`src/rtl/param_shift_reg_if.sv`:
```
// Bus bundle for param_shift_reg: serial/parallel data in, stage contents and tap out.
// The DUT side uses the slave modport and the driver side uses the master modport.
interface param_shift_reg_if #(
  parameter int unsigned WIDTH = 8,
  parameter int unsigned DEPTH = 4
);
  localparam int unsigned CntW = $clog2(DEPTH + 1);
  localparam int unsigned SelW = $clog2(DEPTH);

  logic [WIDTH-1:0]       din;
  logic                   shift_en;
  logic                   rot;
  logic                   load;
  logic [DEPTH*WIDTH-1:0] par_in;
  logic [SelW-1:0]        tap_sel;
  logic [DEPTH*WIDTH-1:0] dout;
  logic [CntW-1:0]        fill_cnt;
  logic                   full;
  logic [WIDTH-1:0]       tap_out;

  modport master (
    output din, shift_en, rot, load, par_in, tap_sel,
    input  dout, fill_cnt, full, tap_out
  );

  modport slave (
    input  din, shift_en, rot, load, par_in, tap_sel,
    output dout, fill_cnt, full, tap_out
  );
endinterface

```
`src/rtl/param_shift_reg.sv`:
```
// Parameterised shift/rotate register with parallel load, fill counter and optional tap.
// Define PARAM_SHIFT_REG_TAP_EN to build the registered tap path; otherwise tap_out is zero.
module param_shift_reg #(
  parameter int unsigned WIDTH = 8,
  parameter int unsigned DEPTH = 4
) (
  input logic             clk,
  input logic             reset,
  param_shift_reg_if.slave bus
);
  localparam int unsigned CntW = $clog2(DEPTH + 1);
  localparam logic [CntW-1:0] FillMax = CntW'(DEPTH);

  logic [DEPTH-1:0][WIDTH-1:0] stage_q, stage_d;
  logic [CntW-1:0]             fill_q, fill_d;
  logic                        full_q, full_d;

  // Load beats shift; rotate recirculates the last stage and leaves the fill level alone.
  always_comb begin
    stage_d = stage_q;
    fill_d  = fill_q;
    if (bus.load) begin
      stage_d = bus.par_in;
      fill_d  = FillMax;
    end else if (bus.shift_en) begin
      for (int i = DEPTH - 1; i > 0; i--) begin
        stage_d[i] = stage_q[i-1];
      end
      stage_d[0] = bus.rot ? stage_q[DEPTH-1] : bus.din;
      if (!bus.rot && (fill_q != FillMax)) begin
        fill_d = fill_q + CntW'(1);
      end
    end
    full_d = (fill_d == FillMax);
  end

  always_ff @(posedge clk) begin
    if (!reset) begin
      stage_q <= '0;
      fill_q  <= '0;
      full_q  <= 1'b0;
    end else begin
      stage_q <= stage_d;
      fill_q  <= fill_d;
      full_q  <= full_d;
    end
  end

  assign bus.dout     = stage_q;
  assign bus.fill_cnt = fill_q;
  assign bus.full     = full_q;

`ifdef PARAM_SHIFT_REG_TAP_EN
  logic [WIDTH-1:0] tap_q, tap_d;

  // Out-of-range selects read as zero rather than aliasing onto a real stage.
  always_comb begin
    tap_d = '0;
    if (int'(bus.tap_sel) < int'(DEPTH)) begin
      tap_d = stage_q[bus.tap_sel];
    end
  end

  always_ff @(posedge clk) begin
    if (!reset) begin
      tap_q <= '0;
    end else begin
      tap_q <= tap_d;
    end
  end

  assign bus.tap_out = tap_q;
`else
  logic unused_tap_sel;
  assign unused_tap_sel = ^bus.tap_sel;
  assign bus.tap_out    = '0;
`endif

endmodule

```
`src/flat_wrapper.sv`:
```
// flat-port wrapper written by rule: the top's interface ports become plain ports
module param_shift_reg_flat 
#(
  parameter int unsigned WIDTH = 8,
  parameter int unsigned DEPTH = 4
)
  (clk, reset, bus_din, bus_shift_en, bus_rot, bus_load, bus_par_in, bus_tap_sel, bus_dout, bus_fill_cnt, bus_full, bus_tap_out);
  param_shift_reg_if #(.WIDTH(WIDTH), .DEPTH(DEPTH)) bus_i ();
  input logic clk;
  input logic reset;
  input wire logic [$bits(bus_i.din)-1:0] bus_din;
  input wire logic [$bits(bus_i.shift_en)-1:0] bus_shift_en;
  input wire logic [$bits(bus_i.rot)-1:0] bus_rot;
  input wire logic [$bits(bus_i.load)-1:0] bus_load;
  input wire logic [$bits(bus_i.par_in)-1:0] bus_par_in;
  input wire logic [$bits(bus_i.tap_sel)-1:0] bus_tap_sel;
  output wire logic [$bits(bus_i.dout)-1:0] bus_dout;
  output wire logic [$bits(bus_i.fill_cnt)-1:0] bus_fill_cnt;
  output wire logic [$bits(bus_i.full)-1:0] bus_full;
  output wire logic [$bits(bus_i.tap_out)-1:0] bus_tap_out;
  assign bus_i.din = bus_din;
  assign bus_i.shift_en = bus_shift_en;
  assign bus_i.rot = bus_rot;
  assign bus_i.load = bus_load;
  assign bus_i.par_in = bus_par_in;
  assign bus_i.tap_sel = bus_tap_sel;
  assign bus_dout = bus_i.dout;
  assign bus_fill_cnt = bus_i.fill_cnt;
  assign bus_full = bus_i.full;
  assign bus_tap_out = bus_i.tap_out;
  param_shift_reg #(.WIDTH(WIDTH), .DEPTH(DEPTH)) u_core (.clk(clk), .reset(reset), .bus(bus_i));
endmodule
```
`config.mk`:
```
export PLATFORM = sky130hd
export DESIGN_NAME = param_shift_reg_flat
export DESIGN_NICKNAME = d
export VERILOG_FILES = /design/src/rtl/param_shift_reg_if.sv /design/src/rtl/param_shift_reg.sv /design/src/flat_wrapper.sv
export SDC_FILE = /design/constraint.sdc
export NUM_CORES = 1
export LEC_CHECK = 0
export CAP_MARGIN = 20
export CORE_ASPECT_RATIO = 1.4
export CORE_MARGIN = 2
export CORE_UTILIZATION = 39
export DETAILED_ROUTE_END_ITERATION = 6
export GPL_TIMING_DRIVEN = 1
export MAX_ROUTING_LAYER = met4
export PLACE_DENSITY = 0.8
export SLEW_MARGIN = 20
export SYNTH_ARGS = -nofsm -noshare
export SYNTH_HDL_FRONTEND = slang
export SYNTH_SLANG_ARGS = --single-unit
```
`constraint.sdc`:
```
create_clock -name clk -period 1.8 [get_ports clk]
set_input_delay 0.45 -clock clk [delete_from_list [all_inputs] [get_ports clk]]
set_output_delay 0.45 -clock clk [all_outputs]
set_load 0.03 [all_outputs]
```
== After elaboration in Yosys (flattened, before gate mapping) ==
Index checks and enable logic that the tools add are counted.
W data, S select, Z words.
Cells by class
  mux-type cells: 6
  equal/unequal tests: 2
  reduce and logical (&&, ||, !) cells: 3
  $add $sub $neg: 1
Operators by type and width (count)
  $mux W32: 2
  $mux W3: 3
  $mux W8: 1
  $add A3 B1 Y3 const B: 1
  $eq A3 B3 Y1 const B: 1
  $ne A3 B3 Y1 const B: 1
  $reduce_bool A2 Y1: 1
  $logic_and A1 B1 Y1: 1
  $logic_not A1 Y1: 1
Word-level totals
  register bits: 36
  output and inout bits: 44
  logic and storage cells: 18
  input bits: 47

== Depth between registers and ports, before layout ==
Gate-level depths: netlist (run 1).
  depth after elaboration: 6
  mapped depth: 6

== Worst setup path before layout (run 1) ==
OpenSTA, ideal clock, no wires.
  path type: reg-to-reg
  start: register u_core.fill_q[1] (netlist: u_core.bus.fill_cnt[1])
  end: register u_core.full_q (netlist: u_core.bus.full)
  stages on the path, launching flop included: 7
  path buffers: 0
  setup slack: 183 ps
  data required time: 1675 ps
  arrival: 1492 ps
  library setup time: 125 ps
  period minus slack after synthesis: 1617 ps
  cell sequence: dfxtp_1 -> clkinv_1 -> ha_1 -> nand2b_1 -> mux2_4 -> a31oi_2 -> a211oi_2
On the way
  longest elaborated chain between the ends: 6
  elaborated cells on any way between the ends: 7
Ends and longest elaborated chain
  start, declared: line param_shift_reg.sv:15  | logic [CntW-1:0] fill_q, fill_d;
  start signal, assigned: line param_shift_reg.sv:44  | fill_q <= fill_d;
  branches (longest 3 deep; another with $add A3 B1 Y3)
  $mux W3 *: line param_shift_reg.sv:25  | end else if (bus.shift_en) begin
  $mux W3 *: line param_shift_reg.sv:22  | if (bus.load) begin
  $eq A3 B3 Y1 *: line param_shift_reg.sv:34  | full_d = (fill_d == FillMax);
  end signal, assigned: line param_shift_reg.sv:45  | full_q <= full_d;
  end, declared: line param_shift_reg.sv:16  | logic full_q, full_d;
Mark *: on every way between the ends.
A chain may end at the register's enable or synchronous reset.

== Worst setup path in the final report (run 1) ==
  start: register u_core.fill_q[1] (netlist: u_core.bus.fill_cnt[1])
  end: output port bus_fill_cnt[1]
RTL lines
  end, declared: line flat_wrapper.sv:18  | output wire logic [$bits(bus_i.fill_cnt)-1:0] bus_fill_cnt;
No word-level cell between the ends.

==> results of run 1 <==
==> power by group through the flow <==
stage / combinational, mW / clock, mW / sequential, mW
after floorplan: 0.218 / 0 / 0.989
after global placement: 0.513 / 0 / 0.899
after detailed placement: 0.519 / 0 / 0.900
after CTS: 0.518 / 0.711 / 0.882
after global routing: 0.553 / 0.745 / 0.886
final: 0.510 / 0.686 / 0.880
==> worst register-to-register path, cell delays in order, from the launching register on <==
cell and delay (ns):
dfxtp_1 0.39, inv_1 0.07, ha_1 0.20, nand2b_1 0.14, mux2_4 0.28, a31oi_2 0.21
a211oi_2 0.06
==> kinds of logic after synthesis <==
| logic type | count (synthesis) |
|---|---|
| AOI/OAI and AO/OA | 44 |
| DFF | 36 |
| adders and majority gates | 2 |
| buffers and inverters | 29 |
| and+or+nand+nor | 73 |
| muxes | 33 |
| other | 1 |
| xor gates and xnor gates | 1 |
==> cells in the mapped netlist, drive strengths merged <==
library cell and number:
and2b 1, buf 18, clkbuf 7, nor2 66, mux2i 32, xnor2 1
dfxtp 36, conb 1, mux2 1, nand3b 1, a31oi 1, a21oi 32
ha 2, nand2 2, nand2b 1, nand3 1, clkinv 2, a211oi 10
and3 1, inv 2, a21o 1
==> per-layer routing <==
layer | track usage [%] | vias to the layer above | wire [µm] | part of all wire [%]
met1 | 20.9 | 744 | 1780 | 40
met5 | - | - | 0 | 0
li1 | - | 872 | - | -
met4 | 5.22 | 0 | 57 | 1.3
met2 | 31.1 | 43 | 2430 | 54
met3 | 5.03 | 6 | 217 | 4.8
==> through the flow <==
| stage | utilization [%] | hold WS (ns) | worst slack [ns] |
|---|---|---|---|
| after floorplan | - | 0.593 | 0.183 |
| after global placement | 58.2 | 0.607 | -0.0446 |
| after detailed placement | 58.2 | 0.616 | -0.0691 |
| after CTS | 60.5 | 0.626 | 0.00129 |
| after global routing | 62.0 | 0.651 | 0.000141 |
| final | 62.0 | 0.625 | 0.0373 |
==> how the worst min path moves through the flow <==
stage	from	endpoint	cells past startpoint
after floorplan	bus_par_in[10]	u_core.bus.dout[10]	2
after global placement	u_core.bus.fill_cnt[1]	u_core.bus.fill_cnt[1]	3
after detailed placement	u_core.bus.fill_cnt[1]	u_core.bus.fill_cnt[1]	3
after CTS	u_core.bus.fill_cnt[1]	u_core.bus.fill_cnt[1]	3
after global routing	u_core.bus.fill_cnt[1]	u_core.bus.fill_cnt[1]	3
final	u_core.bus.fill_cnt[1]	u_core.bus.fill_cnt[1]	3
==> state kept, by name, indices dropped and copies added (netlist names) <==
register,cells
u_core.bus.dout,32
u_core.bus.fill_cnt,3
u_core.bus.full,1
==> final cells by class <==
| class | instances | area (µm²) |
|---|---|---|
| clock buffers | 6 | 72.6 |
| clock inverters | 2 | 35.0 |
| fillers | 407 | 1730 |
| inverters | 4 | 15.0 |
| multi-input cells | 161 | 965 |
| flip-flops and latches | 36 | 721 |
| well taps | 62 | 77.6 |
| repair buffers | 86 | 925 |
==> out/results.ini, run 1 <==
[sta]
fmax_mhz=567
tns_ns=0
hold_viol=0
grt_setup_unrepaired=false
period_minus_slack_ns=1.76
post-route-period-util_pct=97.9
slew_viol_final=0
clock_skew_ns=0.00277
setup_viol=0

[drt]
vias_per_cell=4.66
ant_nets=0
drtIter0Drc=39
drt-total-wl_um=4490
wire_per_inst_um=12.6
drtPass1Iterations=4
drc_errors=0
vias=1665

[power_and_ir_drop]
clkPwrFrac_pct=33.0
finalPower_mw=2.08
switching_share_pct=27.8
p_switching_mw=0.578
leakagePower_nw=1.59
peakVddDrop_mv=0.517
p_comb_share_pct=24.6
pwr-share-seq_pct=42.4
power_per_cell_area_nw_per_um2=739
p_int_mw=1.50

[critical_path]
r2r_end=u_core.bus.full
crit_end=bus_fill_cnt[1]
crit_family=buffers and inverters
worstRegToRegCells=6
end_kind=output pin
critPathMaxStageDelay_ns=0.68
cp-start-kind=register
worst-r2r-setup-slack_ns=0.34
cp_slowest_cell=clkdlybuf4s50_1
critPathArrivalTime_ns=1.31
criticalPathCategory=register to output pin
crit_start=u_core.bus.fill_cnt[1]
required_ns=1.35
crit_fanout=3
rr_startpoint=u_core.bus.fill_cnt[0]
cp.buffers_inverters=1
critical_path_depth=1
crit_chain=clkdlybuf4s50_1

[yosys]
synth_mux_area_share_pct=18.4
synthSimpleGateAreaFrac_pct=16.5
syn_inst=219
ys_ff_latch=36
synth_xor_area_share_pct=0.480
synth_compound_area_share_pct=14.5
ys_warn_count=0
synth_top_area_share_pct=39.5
avgSynthCellArea_um2=8.33
ys_seq_area_share_pct=39.5
synth_area_um2=1820
synth_top_family_by_area=multiplexers
synthAdderAreaFrac_pct=1.37
synth_area_leader_cell=dfxtp_1
yosysUniqueCellTypes=24
ys_top_cells_by_area=dfxtp_1, mux2i_1, nor2_1

[placement]
port_buffers=80
place_congestion=0.783
dp_hpwl_um=3150
placed_cell_area_um2=2640
dp_cells=349

[finish]
final_cell_mix=nor2_1, clkdlybuf4s50_1, dfxtp_1, mux2i_1, a21oi_1
layout-drive-gt1-share_pct=6.78
finalNonFillerCells=357
layout_commonest_cell=nor2_1
fin_area_um2=2810
num_antenna_cells=0
area_growth_pct=54.0
fin_nets=343

[global_routing]
overflow=0
grt_usage_pct=18.5
grt_pass1_vias=1548
grt_pass1_wl_um=7170
grt_antenna_before_repair=0
grt_start_max_net_pins=69

[clocking]
numCtsBuffers=5
cts_hold_buf=0
cts_buffer_depth=2
post-cts-setup-buffers=0
htreeDepth=2
cts_tree=built
cts_resized=3
cts_root_buffer=clkbuf_8
clock_latency_ns=0.28
clkTransAtPathRegs_ns=0.07
cts_sinks=36

[die]
die_h_um=84.9
io_pins=91
die_w_um=61.8
core_area_um2=4540
dieArea_um2=5250
rows=29
start_util_pct=40.2

[job]
maxCapViolations=0

[hold_path]
hp-class=register to register

[outcome]
outcome=complete, no violations

Power figures use the tool's default switching activity.
==> run 2, diff against run 1 <==
- PLACE_DENSITY: 0.8 -> 0.78
- SETUP_SLACK_MARGIN: unset -> 0.5
==> out/results.ini, run 2 (synthesis results as in run 1) <==
[outcome]
outcome=complete, no violations  ; unchanged

[drt]
drtPass1Iterations=4  ; unchanged
ant_nets=0  ; unchanged
vias_per_cell=4.78  ; was 4.66
wire_per_inst_um=13.1  ; was 12.6 µm
drtIter0Drc=56  ; was 39
drc_errors=0  ; unchanged
vias=1710  ; was 1665
drt-total-wl_um=4670  ; was 4490 µm

[sta]
whs_ns=0.624  ; was 0.625 ns
slew_viol_final=0  ; unchanged
period_minus_slack_ns=1.33  ; was 1.76 ns
setup_viol=0  ; unchanged
tns_ns=0  ; unchanged
post-route-period-util_pct=73.6  ; was 97.9%
hold_viol=0  ; unchanged
layout_setup_ws_ns=0.474  ; was 0.0373 ns
fmax_mhz=754  ; was 567 MHz
grt_setup_unrepaired=true  ; was false
clock_skew_ns=0.00399  ; was 0.00277 ns

[finish]
layout-drive-gt1-share_pct=27.0  ; was 6.78%
layout_commonest_cell=nor2_1  ; unchanged
final_cell_mix=nor2_1, clkdlybuf4s50_1, buf_4, mux2i_1, a21oi_1  ; was nor2_1, clkdlybuf4s50_1, dfxtp_1, mux2i_1, a21oi_1
largest_reg_flops=32  ; unchanged
post-route-util_pct=60.1  ; was 62.0%
num_antenna_cells=0  ; unchanged
ff_latch_area_um2=749  ; was 721 µm²
area_growth_pct=49.3  ; was 54.0%
multi_input_area_um2=986  ; was 965 µm²
fin_nets=344  ; was 343
fill_cells=432  ; was 407

[die]
core_area_um2=4540  ; unchanged
die_w_um=61.8  ; unchanged
die_h_um=84.9  ; unchanged
start_util_pct=40.2  ; unchanged
io_pins=91  ; unchanged
dieArea_um2=5250  ; unchanged
rows=29  ; unchanged

[clocking]
cts_tree=built  ; unchanged
clkTransAtPathRegs_ns=0.08  ; was 0.07 ns
cts_hold_buf=0  ; unchanged
cts_buffer_depth=2  ; unchanged
cts_sinks=36  ; unchanged
numCtsBuffers=5  ; unchanged
clock_latency_ns=0.28  ; about the same
cts_root_buffer=clkbuf_8  ; unchanged
htreeDepth=2  ; unchanged

[power_and_ir_drop]
clkPwrFrac_pct=29.8  ; was 33.0%
power_per_cell_area_nw_per_um2=729  ; was 739 nW/µm²
p_comb_share_pct=25.6  ; was 24.6%
p_int_mw=1.39  ; was 1.50 mW
leakagePower_nw=1.24  ; was 1.59 nW
p_switching_mw=0.595  ; was 0.578 mW
finalPower_mw=1.99  ; was 2.08 mW
pwr-share-seq_pct=44.7  ; was 42.4%
switching_share_pct=29.9  ; was 27.8%
peakVddDrop_mv=0.454  ; was 0.517 mV

[critical_path]
cp-start-kind=register  ; unchanged
end_kind=register  ; was output pin
required_ns=1.97  ; was 1.35 ns
worstRegToRegCells=6  ; unchanged
criticalPathCategory=register to register  ; was register to output pin
rr_startpoint=u_core.bus.fill_cnt[1]  ; was u_core.bus.fill_cnt[0]
critPathArrivalTime_ns=1.50  ; was 1.31 ns
crit_fanout=3  ; unchanged
worst-r2r-setup-slack_ns=0.47  ; was 0.34 ns
crit_start=u_core.bus.fill_cnt[1]  ; unchanged

[global_routing]
grt_start_max_net_pins=69  ; unchanged
overflow=0  ; unchanged
grt_antenna_before_repair=0  ; unchanged
grt_pass1_wl_um=7430  ; was 7170 µm
grt_usage_pct=19.3  ; was 18.5%
grt_pass1_vias=1667  ; was 1548

[hold_path]
hp-class=register to register  ; unchanged
min-delay-start=u_core.bus.fill_cnt[0]  ; was u_core.bus.fill_cnt[1]
hold_depth=2  ; was 3

[job]
maxCapViolations=0  ; unchanged

[placement]
port_buffers=80  ; unchanged
post-place-ws_ns=-0.0340  ; was -0.0691 ns
dp_hpwl_um=3260  ; was 3150 µm
place_congestion=0.807  ; was 0.783

run 2: cell count changes in the layout (fill, tap and decap cells not counted), moves of 2 or more:
cell             previous run  this run
buf_4                       4        34
dlymetal6s2s_1             27         0
dfxtp_1                    36        17
dfxtp_2                     0        17
clkdlybuf4s50_1            48        41
buf_6                       0         6
dlygate4sd2_1               3         0
dfxtp_4                     0         2
run 2: what timing repair did:
action	4_1_cts	5_1_grt
gates resized for setup	205	46
setup endpoints to repair	48	32
setup buffers	0	0
gates cloned	0	0
run 2: layer usage:
metal / share of wire, % / GRT usage (%) / up-vias
met5: 0 / - / -
met4: 1.9 / 8.32 / 0
met3: 4.5 / 3.96 / 6
met2: 52 / 32.0 / 52
met1: 42 / 21.7 / 779
li1: - / - / 873
run 2: critical path, cell delays in order, from the launching register on:
cell and delay [ns]:
dfxtp_4 0.37, clkinv_4 0.06, ha_4 0.15, nand2b_1 0.13
mux2_4 0.29, a31oi_4 0.18, a211oi_2 0.05
run 2: power by group through the flow:
stage,clock (mW),combinational [mW],sequential [mW]
floorplan,0,0.223,0.987
global placement,0,0.518,0.897
detailed placement,0,0.523,0.899
CTS,0.608,0.498,0.880
global route,0.642,0.552,0.893
finish,0.591,0.508,0.887
run 2: worst paths after layout:
path | end
max | u_core.bus.full
min | u_core.bus.full
max reg2reg | u_core.bus.full
min reg2reg | u_core.bus.full
run 2: final cells by class:
cell class	instances	share of cell area [%]
Multi-Input combinational cell	161	36.2
Clock buffer	6	3.03
Clock inverter	2	0.367
Timing Repair Buffer	87	29.3
Inverter	4	0.735
Sequential cell	36	27.5
Tap cell	62	2.85
run 2: per-stage QoR:
stage / instance area, µm² / cells
floorplan: 1890 / 226
global placement: 2680 / 350
detailed placement: 2680 / 350
CTS: 2650 / 358
global route: 2720 / 358
finish: 2720 / 358
